### src/rtl/afl_fetch_sequencer.sv
// Column-step SRAM read sequencer feeding the aligned feature loader. It issues one read
// per input word and returns each word two cycles later, tagged with its feeder offset.
module afl_fetch_sequencer #(
    parameter int aflDimY      = 128,
    parameter int inputWidth   = 32,
    parameter int elementWidth = 4,
    parameter int kernelWidth  = 3,
    parameter int addrWidth    = 16,
    parameter int colWidth     = 12
) (
    input  logic                           clk,
    input  logic                           rst,
    input  logic                           start_i,
    input  logic [addrWidth-1:0]           cfg_base_addr_i,
    input  logic [addrWidth-1:0]           cfg_col_stride_i,
    input  logic [colWidth-1:0]            cfg_num_cols_i,
    input  logic                           stall_i,
    output logic                           sram_rd_en_o,
    output logic [addrWidth-1:0]           sram_addr_o,
    input  logic [inputWidth-1:0]          sram_rd_data_i,
    output logic [inputWidth-1:0]          data_o,
    output logic [aflDimY/kernelWidth-1:0] feeder_offset_o,
    output logic                           valid_o,
    output logic                           col_done_o,
    output logic                           done_o,
    output logic                           busy_o
);
    localparam int NUM_FEEDERS    = aflDimY / kernelWidth;
    localparam int INPUT_ELEMENTS = inputWidth / elementWidth;
    localparam int WORDS_PER_COL  = (NUM_FEEDERS + INPUT_ELEMENTS - 1) / INPUT_ELEMENTS;
    localparam int WORD_W         = (WORDS_PER_COL > 1) ? $clog2(WORDS_PER_COL) : 1;
    localparam logic [WORD_W-1:0] LAST_WORD = WORD_W'(WORDS_PER_COL - 1);

    localparam logic [1:0] ST_IDLE  = 2'd0;
    localparam logic [1:0] ST_ISSUE = 2'd1;
    localparam logic [1:0] ST_DRAIN = 2'd2;

    logic [1:0]             state_q, state_d;
    logic [colWidth-1:0]    col_q, col_d;
    logic [colWidth-1:0]    num_cols_q, num_cols_d;
    logic [WORD_W-1:0]      word_q, word_d;
    logic [addrWidth-1:0]   col_base_q, col_base_d;
    logic [addrWidth-1:0]   stride_q, stride_d;
    logic                   s1_valid_q, s1_valid_d;
    logic                   s1_last_col_q, s1_last_col_d;
    logic [WORD_W-1:0]      s1_word_q, s1_word_d;
    logic [inputWidth-1:0]  data_q, data_d;
    logic [NUM_FEEDERS-1:0] offset_q, offset_d;
    logic                   valid_q, valid_d;
    logic                   col_done_q, col_done_d;
    logic                   done_q, done_d;
    logic                   last_word, last_col;

    always_comb begin
        last_word    = (word_q == LAST_WORD);
        last_col     = (col_q == num_cols_q - colWidth'(1));
        sram_rd_en_o = (state_q == ST_ISSUE) && !stall_i;
        // col_base_q tracks base + col*stride, so only the word index is added here
        sram_addr_o  = col_base_q + addrWidth'(word_q);

        state_d    = state_q;
        col_d      = col_q;
        num_cols_d = num_cols_q;
        word_d     = word_q;
        col_base_d = col_base_q;
        stride_d   = stride_q;

        s1_valid_d    = sram_rd_en_o;
        s1_word_d     = word_q;
        s1_last_col_d = last_col;

        valid_d    = s1_valid_q;
        data_d     = s1_valid_q ? sram_rd_data_i : data_q;
        offset_d   = s1_valid_q ? NUM_FEEDERS'(s1_word_q) * NUM_FEEDERS'(INPUT_ELEMENTS)
                                : offset_q;
        col_done_d = s1_valid_q && (s1_word_q == LAST_WORD);
        done_d     = s1_valid_q && (s1_word_q == LAST_WORD) && s1_last_col_q;

        case (state_q)
            ST_IDLE: begin
                if (start_i) begin
                    if (cfg_num_cols_i != '0) begin
                        col_base_d = cfg_base_addr_i;
                        stride_d   = cfg_col_stride_i;
                        num_cols_d = cfg_num_cols_i;
                        col_d      = '0;
                        word_d     = '0;
                        state_d    = ST_ISSUE;
                    end else begin
                        done_d = 1'b1;
                    end
                end
            end
            ST_ISSUE: begin
                if (sram_rd_en_o) begin
                    if (last_word) begin
                        word_d     = '0;
                        col_d      = col_q + colWidth'(1);
                        col_base_d = col_base_q + stride_q;
                        if (last_col) state_d = ST_DRAIN;
                    end else begin
                        word_d = word_q + WORD_W'(1);
                    end
                end
            end
            ST_DRAIN: begin
                if (done_q) state_d = ST_IDLE;
            end
            default: state_d = ST_IDLE;
        endcase
    end

    always_ff @(posedge clk) begin
        if (rst) begin
            state_q       <= ST_IDLE;
            col_q         <= '0;
            num_cols_q    <= '0;
            word_q        <= '0;
            col_base_q    <= '0;
            stride_q      <= '0;
            s1_valid_q    <= 1'b0;
            s1_last_col_q <= 1'b0;
            s1_word_q     <= '0;
            data_q        <= '0;
            offset_q      <= '0;
            valid_q       <= 1'b0;
            col_done_q    <= 1'b0;
            done_q        <= 1'b0;
        end else begin
            state_q       <= state_d;
            col_q         <= col_d;
            num_cols_q    <= num_cols_d;
            word_q        <= word_d;
            col_base_q    <= col_base_d;
            stride_q      <= stride_d;
            s1_valid_q    <= s1_valid_d;
            s1_last_col_q <= s1_last_col_d;
            s1_word_q     <= s1_word_d;
            data_q        <= data_d;
            offset_q      <= offset_d;
            valid_q       <= valid_d;
            col_done_q    <= col_done_d;
            done_q        <= done_d;
        end
    end

    assign data_o          = data_q;
    assign feeder_offset_o = offset_q;
    assign valid_o         = valid_q;
    assign col_done_o      = col_done_q;
    assign done_o          = done_q;
    assign busy_o          = (state_q != ST_IDLE);
endmodule

### config.mk
export PLATFORM = sky130hd
export DESIGN_NAME = afl_fetch_sequencer
export DESIGN_NICKNAME = d
export VERILOG_FILES = /design/src/rtl/afl_fetch_sequencer.sv
export SDC_FILE = /design/constraint.sdc
export NUM_CORES = 1
export LEC_CHECK = 0
export CAP_MARGIN = 10
export CORE_AREA = 4 4 126 128
export DETAILED_ROUTE_END_ITERATION = 10
export DIE_AREA = 0 0 130 132
export GPL_ROUTABILITY_DRIVEN = 0
export GPL_TIMING_DRIVEN = 0
export PLACE_DENSITY = 0.72
export REMOVE_ABC_BUFFERS = 1
export SKIP_CTS_REPAIR_TIMING = 1
export SYNTH_ARGS = -nofsm -noshare
export SYNTH_HDL_FRONTEND = slang
export SYNTH_SLANG_ARGS = --single-unit
### constraint.sdc
create_clock -name clk -period 5.65 [get_ports clk]
set_input_delay 0.8475 -clock clk [delete_from_list [all_inputs] [get_ports clk]]
set_output_delay 0.8475 -clock clk [all_outputs]
set_load 0.02 [all_outputs]
* After elaboration in Yosys (flattened, before gate mapping) *
Cells that the tools add are included.

word-level totals
  input bits = 80
  register bits after elaboration = 104
  output and inout bits = 95

cells by class
  eq/ne operators = 11
  add/sub/neg operators = 5
  reduce and logical (&&, ||, !) cells = 12
  mux-type cells = 25

operator list
  cell                                                 number
  2-to-1 mux 16 bit                                    4
  2-to-1 mux 12 bit                                    4
  one-hot mux 16 bit (2 select lines)                  1
  one-hot mux 12 bit (2 select lines)                  1
  adder 16 bit                                         1
  adder 16 x 3 -> 16 bit                               1
  adder 12 x 1 -> 12 bit (second input constant)       1
  == test 12 bit                                       1
  2-to-1 mux 2 bit                                     6
  2-to-1 mux 3 bit                                     4
  inequality test 2 bit (second input constant)        6
  nonzero test 12 bit                                  1
  subtractor 12 x 1 -> 12 bit (second input constant)  1
  == test 3 bit (second input constant)                2
  one-hot mux 2 bit (3 select lines)                   1
  one-hot mux 3 bit (2 select lines)                   1
  AND reduction 6 bit                                  1
  AND reduction 5 bit                                  1
  AND reduction 4 bit                                  1
  nonzero test 2 bit                                   2
  adder 3 x 1 -> 3 bit (second input constant)         1
  logical AND 1 bit                                    3
  2-to-1 mux 1 bit                                     3
  AND reduction 3 bit                                  1
  other kinds (4)                                      4

* Logic depth before layout (Yosys ltp) *
  depth after elaboration = 6
  mapped depth = 9
  depth with buffers taken out = 9

* Worst setup path after synthesis *
No wires, ideal clock.

  path kind = register to output
  from = register word_q[0], in the netlist s1_word_d[0]
  to = output sram_addr_o[10]
  setup slack = 3.030 ns
  data arrival time = 1.773 ns
  stages on the path, launching flop included = 9
  buffers on the path = 0
  data required time = 4.803 ns
  cells stage by stage = dfxtp_1 > ha_1 > inv_1 > fa_1 > inv_1 > a21o_1 > nand2b_1 > nor2_1 > xor2_1

between the ends
  longest elaborated chain between the ends = 1

RTL lines
  item                      line  source
  start: declaration        41    logic [WORD_W-1:0] word_q, word_d;
  start signal: assignment  133   word_q <= word_d;
  adder 16 x 3 -> 16 bit    59    sram_addr_o = col_base_q + addrWidth'(word_q);
  end: declaration          19    output logic [addrWidth-1:0] sram_addr_o,

No other way between the ends.

* Worst setup path after layout *
  from = register col_base_q[1]
  to = output sram_addr_o[11]

between the ends
  longest elaborated chain between the ends = 1

RTL lines
  item                      line  source
  start: declaration        42    logic [addrWidth-1:0] col_base_q, col_base_d;
  start signal: assignment  134   col_base_q <= col_base_d;
  adder 16 x 3 -> 16 bit    59

No other way between the ends.

==> flow_summary_export.csv <==
group,metric,value,unit
status,run_status,"completed",
detailed_routing,detailroute.via_count,5184,
setup_path,critical_path_arrival,2850,ps
cts,clk_path_buf_depth,2,
power_and_ir_drop,clock_power_share,35.6,%
grt,grt_overflow_total,0,
power_and_ir_drop,seq_power_share,43.7,%
sta,rsz_0062_raised_after_global_routing,"no",
sta,final-setup-viol-count,0,
power_and_ir_drop,intPower,0.00130,W
die,initial_utilization,39.0,%
sta,max_freq,270,MHz
logic_synthesis,synth.cell_area,0.00580,mm^2
detailed_routing,via_per_inst,5.15,
sta,totalNegativeSetupSlack,0,ps
cts,clk_pin_slew,70,ps
setup_path,critical_path.max_stage_delay,630,ps
power_and_ir_drop,pwr_density_cell,246,mW/mm^2
power_and_ir_drop,power_switching,0.000541,W
sta,skew,7.58,ps
die,die_area,0.0172,mm^2
die,placementRows,45,
finish,layout-drive-gt1-share,4.28,%
setup_path,critical_path.slowest_cell,"clkdlybuf4s50_1",
finish,finalInstanceArea,0.00749,mm^2
detailed_routing,routedWlPerCell,15.2,um
logic_synthesis,synth_enable_flop_cells,0,
cts,root_buffer,"clkbuf_16",
power_and_ir_drop,static-leakage-power,2.87,nW
sta,final.min_clock_period,3700,ps
worst_hold_path,min-delay-path-class,"register to register",
grt,antenna_found_initial,1,
setup_path,crit_chain,"ha_1 -> a21o_1 -> a21oi_1 -> nor2_1 -> nand4_1 -> xnor2_1 -> clkdlybuf4s50_1",
sta,slew_violations,0,
cts,clk_latency,350,ps
placement,placed_area,0.00716,mm^2
setup_path,worst_setup_path_end_kind,"output pin",
die,fp.dieH,132,um
die,die_w,130,um
setup_path,worstSetupStartpointType,"register",
cts,htreeDepth,3,
die,placeableCoreArea,0.0149,mm^2
die,ioPinCount,175,
detailed_routing,ant_nets,0,
cts,total_clock_buffers_created_by_cts,9,
sta,post-route-period-util,65.5,%
setup_path,worstPathRequired,4800,ps
setup_path,critPathMaxFanout,5,
logic_synthesis,synth_sequential_area_ratio,35.9,%
logic_synthesis,synth_cells,697,
flow_run,timing.max_cap.violations,0,
power_and_ir_drop,power.combinational.fraction,20.7,%
grt,grt_max_degree,76,
detailed_routing,routed_wire_length,15200,um
finish,nets,915,
power_and_ir_drop,sw_frac_of_total,29.4,%
placement,hpwlAfterDp,10900,um
cts,clkSinkCount,104,
logic_synthesis,synth-seq-cells,104,
setup_path,path_class,"register to output pin",
finish,syn2layout_area_growth,29.3,%
grt,global_route_wire_length_before_repair,24200,um
detailed_routing,drt_pass1_iterations,6,
sta,worst_slew_pin_slew,1200,ps
placement,portBuffers,135,
logic_synthesis,yosys.cell_types.count,65,
sta,timing.max_slew.rel_slack,19.8,%
detailed_routing,remaining_drc_errors,0,
sta,final_report_hold_violation_count,0,
logic_synthesis,yosys_warnings,0,
grt,first_global_vias,4845,
grt,globalRouteTotalUtil,17.4,%
power_and_ir_drop,ir_drop_worst_vdd,0.000169,V
logic_synthesis,synthesis.area_per_instance,8.32,um^2
cts,cts_tree,"done",
detailed_routing,drt_first_iter_violations,328,
logic_synthesis,synth_async_sr_flop_share,0,%
logic_synthesis,synthFlopType,"dfxtp_1",
power by group through the flow:
stage                     Clock [W]  Sequential (W)  Combinational, W
after global placement            0        0.000822          0.000367
after CTS                  0.000665        0.000804          0.000378
after global routing       0.000694        0.000809          0.000419
after floorplan                   0        0.000820          0.000214
after detailed placement          0        0.000821          0.000374
final                      0.000655        0.000805          0.000382
synthesized netlist by cell type, types with 5 or more instances:
cell	n	area share, %
nor3_1	18	1.6
nor2_1	76	4.9
buf_4	39	5.0
inv_1	12	0.78
and3_1	7	0.76
nand3_1	18	1.6
mux2i_1	37	6.4
nand4_1	12	1.3
a21oi_1	50	4.3
a21o_1	9	1.2
or4_1	5	0.65
nand2_1	98	6.3
dfxtp_1	104	36
o21ai_0	9	0.78
ha_1	20	4.3
o21a_1	5	0.65
xor2_1	12	1.8
a211oi_1	14	1.8
nand2b_1	8	0.86
nor2b_1	7	0.76
xnor2_1	24	3.6
and4_1	5	0.76
clkbuf_1	20	1.3
buf_1	8	0.52
registers in the layout (all words and copies together) (netlist names):
signal	flops
stride_q	16
valid_o	1
s1_word_d	3
col_done_o	1
state_q	2
feeder_offset_o	3
col_q	12
s1_last_col_q	1
num_cols_q	12
data_o	32
s1_valid_q	1
done_o	1
col_base_q	16
s1_word_q	3
cell families after synthesis:
family | count (synthesis) | share of synthesized area, %
buffers and inverters | 84 | 8.29
multiplexers | 37 | 6.39
other | 1 | 0.0647
flip-flops | 104 | 35.9
XOR/XNOR | 37 | 5.72
adder cells (fa/ha/maj) | 22 | 5.01
AO/OA/AOI/OAI | 125 | 13.9
AND/OR/NAND/NOR | 287 | 24.7
placed cells by master (no fill, tap or decap), types with 5 or more instances in the layout:
master           count
clkdlybuf4s50_1    134
dfxtp_1            103
nand2_1             98
nor2_1              76
a21oi_1             50
conb_1              39
mux2i_1             37
xnor2_1             24
ha_1                20
nand3_1             18
nor3_1              18
a211oi_1            14
inv_1               12
xor2_1              12
nand4_1             12
a21o_1               9
o21ai_0              9
clkbuf_16            9
nand2b_1             8
and3_1               7
nor2b_1              7
and4_1               5
or4_1                5
o21a_1               5
worst max-delay path: cells and delay by family (launching register included):
family | cells | cell delay, ps
AOI/OAI and AO/OA | 2 | 750
xor gates and xnor gates | 1 | 130
adders and majority gates | 1 | 250
buffers and inverters | 1 | 630
DFF | 1 | 400
and+or+nand+nor | 2 | 340
through the flow:
stage	cells	utilization (%)	setup WS (ps)	hold slack [ps]	power [W]
2_1_floorplan	663	-	2680	401	0.00103
3_3_place_gp	986	47.7	664	411	0.00119
3_5_place_dp	989	48.2	1320	416	0.00120
4_1_cts	1004	50.2	1690	435	0.00185
5_1_grt	1006	50.4	1810	487	0.00192
6_report	1006	50.4	1950	436	0.00184
final timing paths:
check,startpoint,end,slack [ps],cells past startpoint
worst max-delay path,col_base_q[1],sram_addr_o[11],1950,7
worst min-delay path,s1_last_col_q,done_o,440,2
worst max register to register,state_q[1],col_q[8],2660,6
worst min register to register,s1_last_col_q,done_o,440,2
final cells by class:
class,count,area [um^2]
well taps,188,235
fillers,1439,7370
multi-input cells,547,3380
clock buffers,10,239
flip-flops and latches,104,2080
repair buffers,139,1450
clock inverters,5,65.1
inverters,12,45.0
diodes,1,2.50
per-layer routing:
| layer | up-vias | track usage (%) | wire [um] |
|---|---|---|---|
| li1 | 2604 | - | - |
| met1 | 2416 | 22.4 | 6750 |
| met2 | 142 | 28.5 | 7360 |
| met3 | 22 | 3.12 | 814 |
| met4 | 0 | 7.22 | 321 |
| met5 | - | 0 | 0 |
(Power assumes the default switching activity.)
